File: config.mk
export PLATFORM = sky130hd
export DESIGN_NAME = seg7_scan_ctrl
export DESIGN_NICKNAME = d
export VERILOG_FILES = /design/src/rtl/seg7_pkg.sv /design/src/rtl/seg7_hex_decode.sv /design/src/rtl/seg7_scan_ctrl.sv
export SDC_FILE = /design/constraint.sdc
export NUM_CORES = 1
export LEC_CHECK = 0
export ABC_AREA = 1
export CAP_MARGIN = 20
export CORE_MARGIN = 3
export CORE_UTILIZATION = 25
export CTS_CLUSTER_SIZE = 14
export DETAILED_ROUTE_END_ITERATION = 6
export GPL_TIMING_DRIVEN = 0
export PLACE_DENSITY_LB_ADDON = 0.3
export SLEW_MARGIN = 10
export SYNTH_ARGS = -nofsm -noshare
export SYNTH_HDL_FRONTEND = slang
export SYNTH_SLANG_ARGS = --single-unit
File: constraint.sdc
create_clock -name clk -period 11.25 [get_ports clk]
set_clock_uncertainty 0.05 [all_clocks]
set_input_delay 1.6875 -clock clk [delete_from_list [all_inputs] [get_ports clk]]
set_output_delay 1.6875 -clock clk [all_outputs]
set_load 0.02 [all_outputs]
File: src/rtl/seg7_pkg.sv
// seg7_pkg: shared constants for the seven-segment scanner.
//   HEX_SEG : 16-entry hex -> {g,f,e,d,c,b,a} code table (active-high)
//   SEG_OFF : active-high "all segments dark" code
//   DP_BIT  : bit position of the decimal point in an 8-bit segment code
package seg7_pkg;

    localparam int DP_BIT = 7;

    localparam logic [7:0] SEG_OFF = 8'h00;

    // Packed table, entry 15 written first so HEX_SEG[n] is the code for digit n.
    localparam logic [15:0][6:0] HEX_SEG = {
        7'h71, 7'h79, 7'h5E, 7'h39, 7'h7C, 7'h77, 7'h6F, 7'h7F,
        7'h07, 7'h7D, 7'h6D, 7'h66, 7'h4F, 7'h5B, 7'h06, 7'h3F
    };

endpackage

File: src/rtl/seg7_hex_decode.sv
// seg7_hex_decode: combinational nibble -> segment code (active-high).
//   nib   in  4  hex value to show
//   dp    in  1  decimal point, ORed into bit DP_BIT
//   blank in  1  suppress the digit glyph (dp still honoured)
//   code  out 8  {dp,g,f,e,d,c,b,a}, 1 = lit
module seg7_hex_decode
    import seg7_pkg::*;
(
    input  logic [3:0] nib,
    input  logic       dp,
    input  logic       blank,
    output logic [7:0] code
);

    always_comb begin
        code = SEG_OFF;
        if (!blank) begin
            code[6:0] = HEX_SEG[nib];
        end
        code[DP_BIT] = dp;
    end

endmodule

File: src/rtl/seg7_scan_ctrl.sv
// seg7_scan_ctrl: multiplexed N-digit seven-segment scanner with leading-zero
// blanking, 16-level brightness PWM and frame-synchronous data update.
//   clk        in  1             system clock
//   rst_n      in  1             asynchronous reset, active low
//   idata      in  4*NUM_DIGITS  nibble per digit, top nibble = digit 0 (leftmost)
//   dp_in      in  NUM_DIGITS    decimal point per digit, MSB = digit 0
//   load       in  1             take idata/dp_in at the next frame boundary
//   blank_lz   in  1             suppress leading zeros
//   bright     in  4             on-time = (bright+1)/16 of each digit slot
//   seg_out    out 8             {dp,g,f,e,d,c,b,a}, polarity per ACTIVE_LOW_SEG
//   sel_out    out SEL_W         binary index of the digit being driven
//   frame_done out 1             one-cycle pulse as the scan wraps to digit 0
module seg7_scan_ctrl
    import seg7_pkg::*;
#(
    parameter int NUM_DIGITS     = 6,
    parameter int SCAN_CYCLES    = 50000,
    parameter int SEL_W          = 3,
    parameter int ACTIVE_LOW_SEG = 1
) (
    input  logic                    clk,
    input  logic                    rst_n,
    input  logic [4*NUM_DIGITS-1:0] idata,
    input  logic [NUM_DIGITS-1:0]   dp_in,
    input  logic                    load,
    input  logic                    blank_lz,
    input  logic [3:0]              bright,
    output logic [7:0]              seg_out,
    output logic [SEL_W-1:0]        sel_out,
    output logic                    frame_done
);

    localparam int CNT_W = $clog2(SCAN_CYCLES);
    // Threshold can equal SCAN_CYCLES itself (bright=15), so size for that value.
    localparam int THR_W = $clog2(SCAN_CYCLES + 1);
    localparam int STEP  = SCAN_CYCLES / 16;
    localparam int DW    = 4 * NUM_DIGITS;
    localparam logic [7:0] POL = (ACTIVE_LOW_SEG != 0) ? 8'hFF : 8'h00;

    logic [CNT_W-1:0]      cnt;
    logic [SEL_W-1:0]      idx;
    logic                  slot_end;
    logic                  frame_end;

    logic [DW-1:0]         stage_data, disp_data;
    logic [NUM_DIGITS-1:0] stage_dp, disp_dp;
    logic                  pend;
    logic [3:0]            bright_q;

    logic [3:0]            bright_eff;
    logic [THR_W-1:0]      thr;
    logic                  lit;

    logic [3:0]            nib [NUM_DIGITS];
    logic [NUM_DIGITS-1:0] lz_blank;
    logic [NUM_DIGITS-1:0] dig_dp;
    logic [3:0]            cur_nib;
    logic                  cur_dp;
    logic                  cur_blank;
    logic [7:0]            code;
    logic [7:0]            seg_next;

    assign slot_end  = (cnt == CNT_W'(SCAN_CYCLES - 1));
    assign frame_end = slot_end && (idx == SEL_W'(NUM_DIGITS - 1));

    // Slot and digit counters.
    always_ff @(posedge clk or negedge rst_n) begin
        if (!rst_n) begin
            cnt <= '0;
            idx <= '0;
        end else if (slot_end) begin
            cnt <= '0;
            idx <= frame_end ? '0 : idx + SEL_W'(1);
        end else begin
            cnt <= cnt + CNT_W'(1);
        end
    end

    // Double-buffered display data: disp only changes on a frame boundary.
    // A load landing exactly on the boundary bypasses stage so it is not a frame late.
    always_ff @(posedge clk or negedge rst_n) begin
        if (!rst_n) begin
            stage_data <= '0;
            stage_dp   <= '0;
            disp_data  <= '0;
            disp_dp    <= '0;
            pend       <= 1'b0;
        end else if (frame_end) begin
            if (load) begin
                disp_data <= idata;
                disp_dp   <= dp_in;
                pend      <= 1'b0;
            end else if (pend) begin
                disp_data <= stage_data;
                disp_dp   <= stage_dp;
                pend      <= 1'b0;
            end
        end else if (load) begin
            stage_data <= idata;
            stage_dp   <= dp_in;
            pend       <= 1'b1;
        end
    end

    // Brightness is latched at slot start; the slot's first cycle uses the live value.
    always_ff @(posedge clk or negedge rst_n) begin
        if (!rst_n) begin
            bright_q <= '0;
        end else if (cnt == '0) begin
            bright_q <= bright;
        end
    end

    assign bright_eff = (cnt == '0) ? bright : bright_q;
    assign thr        = THR_W'({1'b0, bright_eff} + 5'd1) * THR_W'(STEP);
    assign lit        = THR_W'(cnt) < thr;

    // Per-digit unpack and leading-zero mask; the running flag drops at the first
    // non-zero nibble, and the last digit is never blanked.
    always_comb begin
        logic lead_zero;
        lead_zero = blank_lz;
        lz_blank  = '0;
        dig_dp    = '0;
        for (int k = 0; k < NUM_DIGITS; k++) begin
            nib[k]      = disp_data[4*(NUM_DIGITS-1-k) +: 4];
            dig_dp[k]   = disp_dp[NUM_DIGITS-1-k];
            lead_zero   = lead_zero && (nib[k] == 4'h0);
            lz_blank[k] = lead_zero && (k < NUM_DIGITS - 1);
        end
    end

    always_comb begin
        cur_nib   = '0;
        cur_dp    = 1'b0;
        cur_blank = 1'b0;
        for (int k = 0; k < NUM_DIGITS; k++) begin
            if (idx == SEL_W'(k)) begin
                cur_nib   = nib[k];
                cur_dp    = dig_dp[k];
                cur_blank = lz_blank[k];
            end
        end
    end

    seg7_hex_decode u_dec (
        .nib   (cur_nib),
        .dp    (cur_dp),
        .blank (cur_blank),
        .code  (code)
    );

    assign seg_next = lit ? code : SEG_OFF;

    // sel_out and seg_out are registered from the same idx/cnt so they never skew.
    always_ff @(posedge clk or negedge rst_n) begin
        if (!rst_n) begin
            seg_out    <= SEG_OFF ^ POL;
            sel_out    <= '0;
            frame_done <= 1'b0;
        end else begin
            seg_out    <= seg_next ^ POL;
            sel_out    <= idx;
            frame_done <= frame_end;
        end
    end

endmodule

* Word-level counts from Yosys, hierarchy flattened
Memories as Yosys holds them, arrays and structs flattened. Cells that the tools add are included. Widths: inputs -> output; s select.
Storage, ports and cells: word-level logic and storage cells 73, output and inout bits 12, memories kept 1, ROM bits 112, register bits 96, bits of input ports 38
Memory list:
- (no name shown) | depth 16, bits a word 7, rd ports 1, clocked after Yosys merged registers in 0, write ports 0, RTL line seg7_hex_decode.sv:18 | code[6:0] = HEX_SEG[nib];
Cells by class: add/subtract/negate cells 3, reduce and logical (&&, ||, !) cells 17, equal/unequal tests 6, multiplexer cells 30, $lt $le $gt $ge 2, multipliers 1, bitwise gates (word level) 2
Operator list (count):
- $mux 24 | 2
- $mux 4 | 7
- $logic_not 4->1 | 5
- $add 16x1->16 const B | 1
- $eq 16x16->1 const B | 1
- $logic_not 16->1 | 1
- $lt 16x16->1 | 1
- $mul 5x12->16 const B | 1
- $mux 16 | 1
- $mux 1 | 14
- $mux 7 | 2
- $mux 6 | 2
- $mux 8 | 1
- $not 8->8 | 1
- $eq 3x2->1 const B | 2
- $eq 3x3->1 const B | 2
- $logic_and 1x1->1 | 6
- $add 4x1->5 const B | 1
- $lt 4x5->1 const B | 1
- $reduce_and 2->1 | 2
- $reduce_bool 2->1 | 2
- $add 3x1->3 const B | 1
- $eq 3x1->1 const B | 1
- $logic_not 3->1 | 1
- other kinds (2) | 2

* Longest topological paths before layout
Gate-level depths: netlist of the first run.
word-level depth 12, gate-level depth with buffers 31, gate-level depth less buffers 31

* Modules after synthesis
A second synthesis of the first run with hierarchy kept.
Second synthesis, totals: cell total of the unflattened synthesis 654, area, all modules 6069.6 µm²
Modules (own cells, without submodules):
- seg7_scan_ctrl | cells each 603, area each 5794.3 µm², instances 1
- seg7_hex_decode | cells each 51, area each 275.3 µm², instances 1

* Worst setup path before layout of the first run
No wires, ideal clock.
path type input -> register, start input port bright[0], end register seg_out[0], path buffers 0, library setup time 0.064 ns, cell stages on the path 21, arrival 5.366 ns, path slack 5.770 ns, cell sequence nand3_1 -> nand2_1 -> ha_1 -> or2_1 -> nand2_1 -> inv_1 -> ha_1 -> ha_1 -> ha_1 -> ha_1 -> a21oi_1 -> nand2_1 -> nand2_1 -> o211ai_1 -> a21oi_1 -> o21bai_1 -> xnor2_1 -> ha_1 -> nand4_1 -> o221a_2 -> nand3_1
On the way: longest elaborated chain between the ends 6
Ends and longest elaborated chain:
- from (decl) | RTL line seg7_scan_ctrl.sv:27 | input logic [3:0] bright,
- $mux 4
- net bright_eff[0] | RTL line seg7_scan_ctrl.sv:50 | logic [3:0] bright_eff;
- $add 4x1->5 | RTL line seg7_scan_ctrl.sv:115 | assign thr = THR_W'({1'b0, bright_eff} + 5'd1) * THR_W'(STEP);
- $mul 5x12->16 | RTL line seg7_scan_ctrl.sv:115
- $lt 16x16->1 | RTL line seg7_scan_ctrl.sv:116 | assign lit = THR_W'(cnt) < thr;
- $mux 8 | RTL line seg7_scan_ctrl.sv:153 | assign seg_next = lit ? code : SEG_OFF;
- $not 8->8 (no line)
- to (signal assigned) | RTL line seg7_scan_ctrl.sv:158 | seg_out <= SEG_OFF ^ POL;
- to (signal assigned) | RTL line seg7_scan_ctrl.sv:162 | seg_out <= seg_next ^ POL;
- to (decl) | RTL line seg7_scan_ctrl.sv:28 | output logic [7:0] seg_out,
The timed path passes the listed nets, and every way through them passes these cells. A chain may end at the register's enable or synchronous reset.

* Final worst setup path of the first run
start input port bright[0], end register seg_out[7]
The elaborated chain is that of the path after synthesis.

==> results_dict.tcl, run 1 <==
set metrics [dict create \
    run_status "finished clean" \
    hold_class "flip-flop to flip-flop" \
    grt-ovfl-total 0 \
    grt_use_total_pct 10.8 \
    drc 0 \
    startpoint_type "input port" \
    clock-sinks 96 \
    firstDrtPassIters 4 \
    ys_warn_count 0 \
    synth_ff_type "dfrtp_1" \
    cts_setup_buffers 0 \
    cts_made_buffers 9 \
    synth_area_um2 6190 \
    worst_pin_slew_ns 0.750 \
    clockRootBuffer "clkbuf_16" \
    gp_congestion 0.789 \
    fin_area_um2 7380 \
    core.rowCount 56 \
    synth_nets 790 \
    tritoncts "built" \
    rsz0062_at_grt "no" \
    die_area_um2 26700 \
    clock_tree.buffer_depth 2 \
    final.period_utilization_pct 56.3 \
    ys_ff_latch 96 \
    dpl_cell_area_um2 7100 \
    grt_pass1_wl_mm 23.4 \
    place.detailed.hpwl_mm 10.5 \
    syn2layout_area_growth_pct 19.3 \
    dr.first_iter.drc_count 176 \
    rr_worst_depth 28 \
    io_buffer_count 48 \
    clock.fmax_ghz 0.158 \
    crit_path_top_delay_cell "clkdlybuf4s50_1" \
    design.core.area_um2 23900 \
    relSlewSlack_pct 50.0 \
    synth.distinct_cells 48 \
    antenna_cells 0 \
    synthTopCellsByArea "dfrtp_1, ha_1, nand2_1, mux2_4, mux2i_1" \
    cts_hold_buf 0 \
    path_max_fanout 8 \
    die_y_um 163 \
    start_util_pct 25.9 \
    syn_avg_cell_area_um2 8.93 \
    ys_seq_area_share_pct 39.0 \
    ir_drop_mv 0.0716 \
    via_per_inst 4.36 \
    holdPathStages 0 \
    h-tree-depth 3 \
    tns_ns 0 \
    worst_ep_arrival_time_ns 6.52 \
    finalPower_w 0.000815 \
    critPathMaxStageDelay_ns 0.41 \
    drive_above_1_share_pct 11.5 \
    whs_ns 0.413 \
    end_kind "flip-flop" \
    antenna_left 0 \
    final_max_slew_viol_count 0 \
    cts.clk_slew.worst_paths_ns 0.07 \
    power_density_nw_per_um2 110 \
    post-synth-top-area-fraction_pct 35.6 \
    crit_type "input port to flip-flop" \
    vias 4693 \
    cpMostUsedCell "ha_1" \
    synth-edff-count 0 \
    clk_latency_ns 0.35 \
    pin_count 50 \
    fin_util_pct 30.9 \
    setup_violations 0 \
    grt_max_degree 53 \
    critPathRequiredTime_ns 11.44 \
    max_cap_viol_count 0 \
    routed_wl_mm 13.7 \
    fin_nets 850 \
    cts_resized 0 \
    synth_top_area_cell "dfrtp_1" \
    dieWidth_um 163 \
    async_flop_share_pct 100 \
    p_leak_nw 3.54 \
    period_minus_slack_ns 6.33 \
    antenna_found_initial 0 \
    grt_pass1_vias 4756 \
    wl_per_cell_um 12.7 \
    finalHoldViolations 0 \
    synth_cells 693 \
]
[stage by stage]
stage / instances / setup slack (ns)
floorplan: 693 / 5.77
global placement: 1060 / 4.57
detailed placement: 1061 / 4.65
CTS: 1077 / 4.99
global route: 1077 / 4.57
finish: 1077 / 4.92
[flip-flops by register name (all words and copies together) (netlist names)]
signal      count
bright_q        4
pend            1
idx             3
seg_out         8
stage_data     24
sel_out         3
cnt            16
disp_data      24
disp_dp         6
stage_dp        6
frame_done      1
[power by group]
group	switching, W	internal, W	total, W	leakage [nW]
Clock	0.000134	0.000162	0.000296	0.135
Sequential	0.00000614	0.000359	0.000365	1.22
Combinational	0.0000789	0.0000751	0.000154	2.19
[Yosys cell counts, types with 4 or more instances]
master and instances:
a21oi_1 20, xor2_1 10, dfstp_2 8, nor3_1 4, dfrtp_1 88, or2_2 5, inv_2 4, o21ai_0 46
ha_1 58, mux2i_1 30, xnor2_1 7, inv_1 64, clkbuf_1 11, nor2_1 64, nand2_1 145, nand2_2 6
mux2_4 27, nand3_1 40, nand4_1 8
[layer usage]
layer	vias to the layer above	share of wire (%)	track usage [%]
li1	2426	-	-
met1	2192	49	14.8
met2	64	47	17.6
met3	11	2.7	1.95
met4	0	0.96	2.73
met5	-	0	0
[cell type report]
class / instances / area [um^2]
tap: 319 / 399
buffer: 16 / 114
clock inverter: 4 / 28.8
sequential: 96 / 2410
clock buffer: 12 / 256
timing repair buffer: 49 / 509
multi-input combinational: 512 / 3400
inverter: 69 / 259
fill: 2537 / 16500
[cell usage in the layout, fill, tap and decap left out, drive strengths merged, types with 2 or more instances in the layout]
cell	synthesis	layout
a211oi	2	2
o21bai	2	2
dfrtp	88	88
a31oi	3	3
nor4	3	3
xnor2	7	7
nor3b	2	2
xor2	10	10
o211ai	3	3
mux2	30	30
o21ai	51	51
clkdlybuf4s50	0	47
clkbuf	12	24
ha	58	58
clkinvlp	0	2
or2	6	6
nor2	67	67
buf	4	6
nand4	8	8
inv	68	68
nand2	154	154
dfstp	8	8
a21oi	22	22
nor3	5	5
clkinv	1	3
mux2i	30	30
nand3	41	41
[final timing paths]
kind / startpoint / to / slack, ns
max reg2reg: cnt[10] / seg_out[7] / 5.51
max: bright[0] / seg_out[7] / 4.92
min in group asynchronous: rst_n / stage_dp[1] / 1.21
min: idx[1] / sel_out[1] / 0.41
max in group asynchronous: rst_n / seg_out[7] / 9.31
min reg2reg: idx[1] / sel_out[1] / 0.41
[critical path, delay by kind of cell]
kind	cells	cell delay, ns
adders and majority gates	6	1.63
AOI/OAI and AO/OA	6	1.14
buffers and inverters	3	0.56
and+or+nand+nor	8	1.10
xor gates and xnor gates	2	0.41
[cell families (layout without fill, tap and decap cells)]
| family | after synthesis | count (layout) | share of synthesized area [%] |
|---|---|---|---|
| flops | 96 | 96 | 39.0 |
| compound gates | 89 | 89 | 8.13 |
| mux | 60 | 60 | 12.0 |
| buf+inv | 85 | 150 | 6.03 |
| simple gates | 287 | 287 | 20.4 |
| fa+ha+maj | 59 | 59 | 12.1 |
| xor+xnor | 17 | 17 | 2.41 |
(Power assumes the default switching activity.)
==> run 2, diff against run 1 <==
==> constraint.sdc (replaced) <==
create_clock -name clk -period 6 [get_ports clk]
set_clock_uncertainty 0.05 [all_clocks]
set_input_delay 0.9 -clock clk [delete_from_list [all_inputs] [get_ports clk]]
set_output_delay 0.9 -clock clk [all_outputs]
set_load 0.02 [all_outputs]
==> run 2 against run 1 <==
Core utilization grew 0.078 points. Routed wire length is 0.12% lower. Clock power rose by 87%. Register-to-register slack worse by 5.0 ns. Via count is 0.43% lower. Critical endpoint unchanged. Combinational power increased by 89%. Total power increased by 88%. Die area unchanged. Cell area rose by 0.25%. Non-clock buffer count is the same.
==> results_dict.tcl, run 2 (synthesis results as in run 1) <==
set metrics [dict create \
    run_status "finished clean" \
    hold_class "flip-flop to flip-flop" \
    h-tree-depth 3 \
    cpMostUsedCell "nand2_1" \
    period_minus_slack_ns 5.53 \
    dieWidth_um 163 \
    final_max_slew_viol_count 0 \
    whs_ns 0.413 \
    grt_pass1_wl_mm 23.4 \
    relSlewSlack_pct 50.3 \
    tritoncts "built" \
    clock_tree.buffer_depth 2 \
    final_common_cell "nand2_1" \
    gp_congestion 0.789 \
    ff_latch_area_um2 2410 \
    rsz0062_at_grt "no" \
    dr.first_iter.drc_count 175 \
    design.core.area_um2 23900 \
    firstDrtPassIters 4 \
    top_regs "disp_data (24), stage_data (24), cnt (16)" \
    core.rowCount 56 \
    critPathRequiredTime_ns 6.19 \
    clk_latency_ns 0.35 \
    gr-usage-met1_pct 14.8 \
    crit_path_top_delay_cell "dfrtp_1" \
    ir_drop_mv 0.134 \
    finalPower_w 0.00153 \
    rr_worst_depth 28 \
    setup_violations 0 \
    crit_type "flip-flop to flip-flop" \
    worst_pin_slew_ns 0.746 \
    antenna_left 0 \
    final.period_utilization_pct 92.2 \
    layout_common_cells "nand2_1, dfrtp_1, inv_1" \
    grt-ovfl-total 0 \
    cts.clk_slew.worst_paths_ns 0.07 \
    grt_max_degree 53 \
    clockRootBuffer "clkbuf_16" \
    die_y_um 163 \
    clock-sinks 96 \
    syn2layout_area_growth_pct 19.6 \
    routed_wl_mm 13.6 \
    grt_use_total_pct 10.8 \
    grtUsageMet3_pct 1.95 \
    p_leak_nw 3.54 \
    end_kind "flip-flop" \
    cts_setup_buffers 0 \
    top_usage_layer "met2" \
    multi_input_area_um2 3420 \
    io_buffer_count 48 \
    clock.fmax_ghz 0.181 \
    tns_ns 0 \
    finalHoldViolations 0 \
    wl_per_cell_um 12.7 \
    fin_nets 850 \
    via_per_inst 4.34 \
    max_cap_viol_count 0 \
    fillCellCount 2532 \
    vias 4673 \
    antenna_found_initial 0 \
    antenna_cells 0 \
    die_area_um2 26700 \
    power_density_nw_per_um2 207 \
    start_util_pct 25.9 \
    path_max_fanout 8 \
    cts_made_buffers 9 \
    grt_util_met2_pct 17.6 \
    place.detailed.hpwl_mm 10.5 \
    startpoint_type "flip-flop" \
    critPathMaxStageDelay_ns 0.45 \
    worst_ep_arrival_time_ns 5.72 \
    grt_pass1_vias 4756 \
    holdPathStages 0 \
    pin_count 50 \
    drc 0 \
    drive_above_1_share_pct 11.9 \
]
run 2: routing by layer:
metal | vias up | share of wire, %
met3 | 11 | 2.8
met2 | 56 | 47
li1 | 2425 | -
met4 | 0 | 0.96
met1 | 2181 | 49
met5 | - | 0
run 2: final timing paths:
| kind | slack, ns | startpoint | endpoint |
|---|---|---|---|
| worst max-delay path | 0.47 | cnt[5] | seg_out[7] |
| worst min-delay path | 0.41 | idx[1] | sel_out[1] |
| worst max register to register | 0.47 | cnt[5] | seg_out[7] |
| worst min register to register | 0.41 | idx[1] | sel_out[1] |
| max in group asynchronous | 4.85 | rst_n | seg_out[7] |
| min in group asynchronous | 0.42 | rst_n | stage_dp[1] |
run 2: cell type report:
| class | instances | share of cell area (%) |
|---|---|---|
| repair buffers | 49 | 6.88 |
| flip-flops and latches | 96 | 32.6 |
| clock inverters | 4 | 0.389 |
| plain buffers | 16 | 1.54 |
| inverters | 69 | 3.50 |
| well taps | 319 | 5.39 |
| clock buffers | 12 | 3.47 |
| multi-input cells | 512 | 46.2 |
run 2: worst max-delay path, delay by kind of cell, from the launching register on:
family	cells	cell delay (ns)
AO/OA/AOI/OAI	6	1.11
flip-flops	1	0.45
AND/OR/NAND/NOR	12	1.67
buffers and inverters	2	0.15
adder cells (fa/ha/maj)	6	1.58
XOR/XNOR	2	0.41
run 2: repair_timing:
| item | in CTS | in global routing |
|---|---|---|
| hold buffers | 0 | 0 |
| setup endpoints to repair | 0 | 8 |
| resized for setup | 0 | 4 |
run 2: through the flow:
stage                     cells  cell area [um^2]  util, %  setup WS (ns)
after global placement     1060              7070     29.6          0.112
after global routing       1077              7400     31.0         0.0209
after CTS                  1077              7380     30.9          0.290
final                      1077              7400     31.0          0.468
after floorplan             693              6190        -           1.26
after detailed placement   1061              7100     29.7          0.185
run 2: power breakdown:
part | switching, W | internal (W)
clock network | 0.000250 | 0.000304
registers | 0.0000115 | 0.000673
logic | 0.000150 | 0.000141
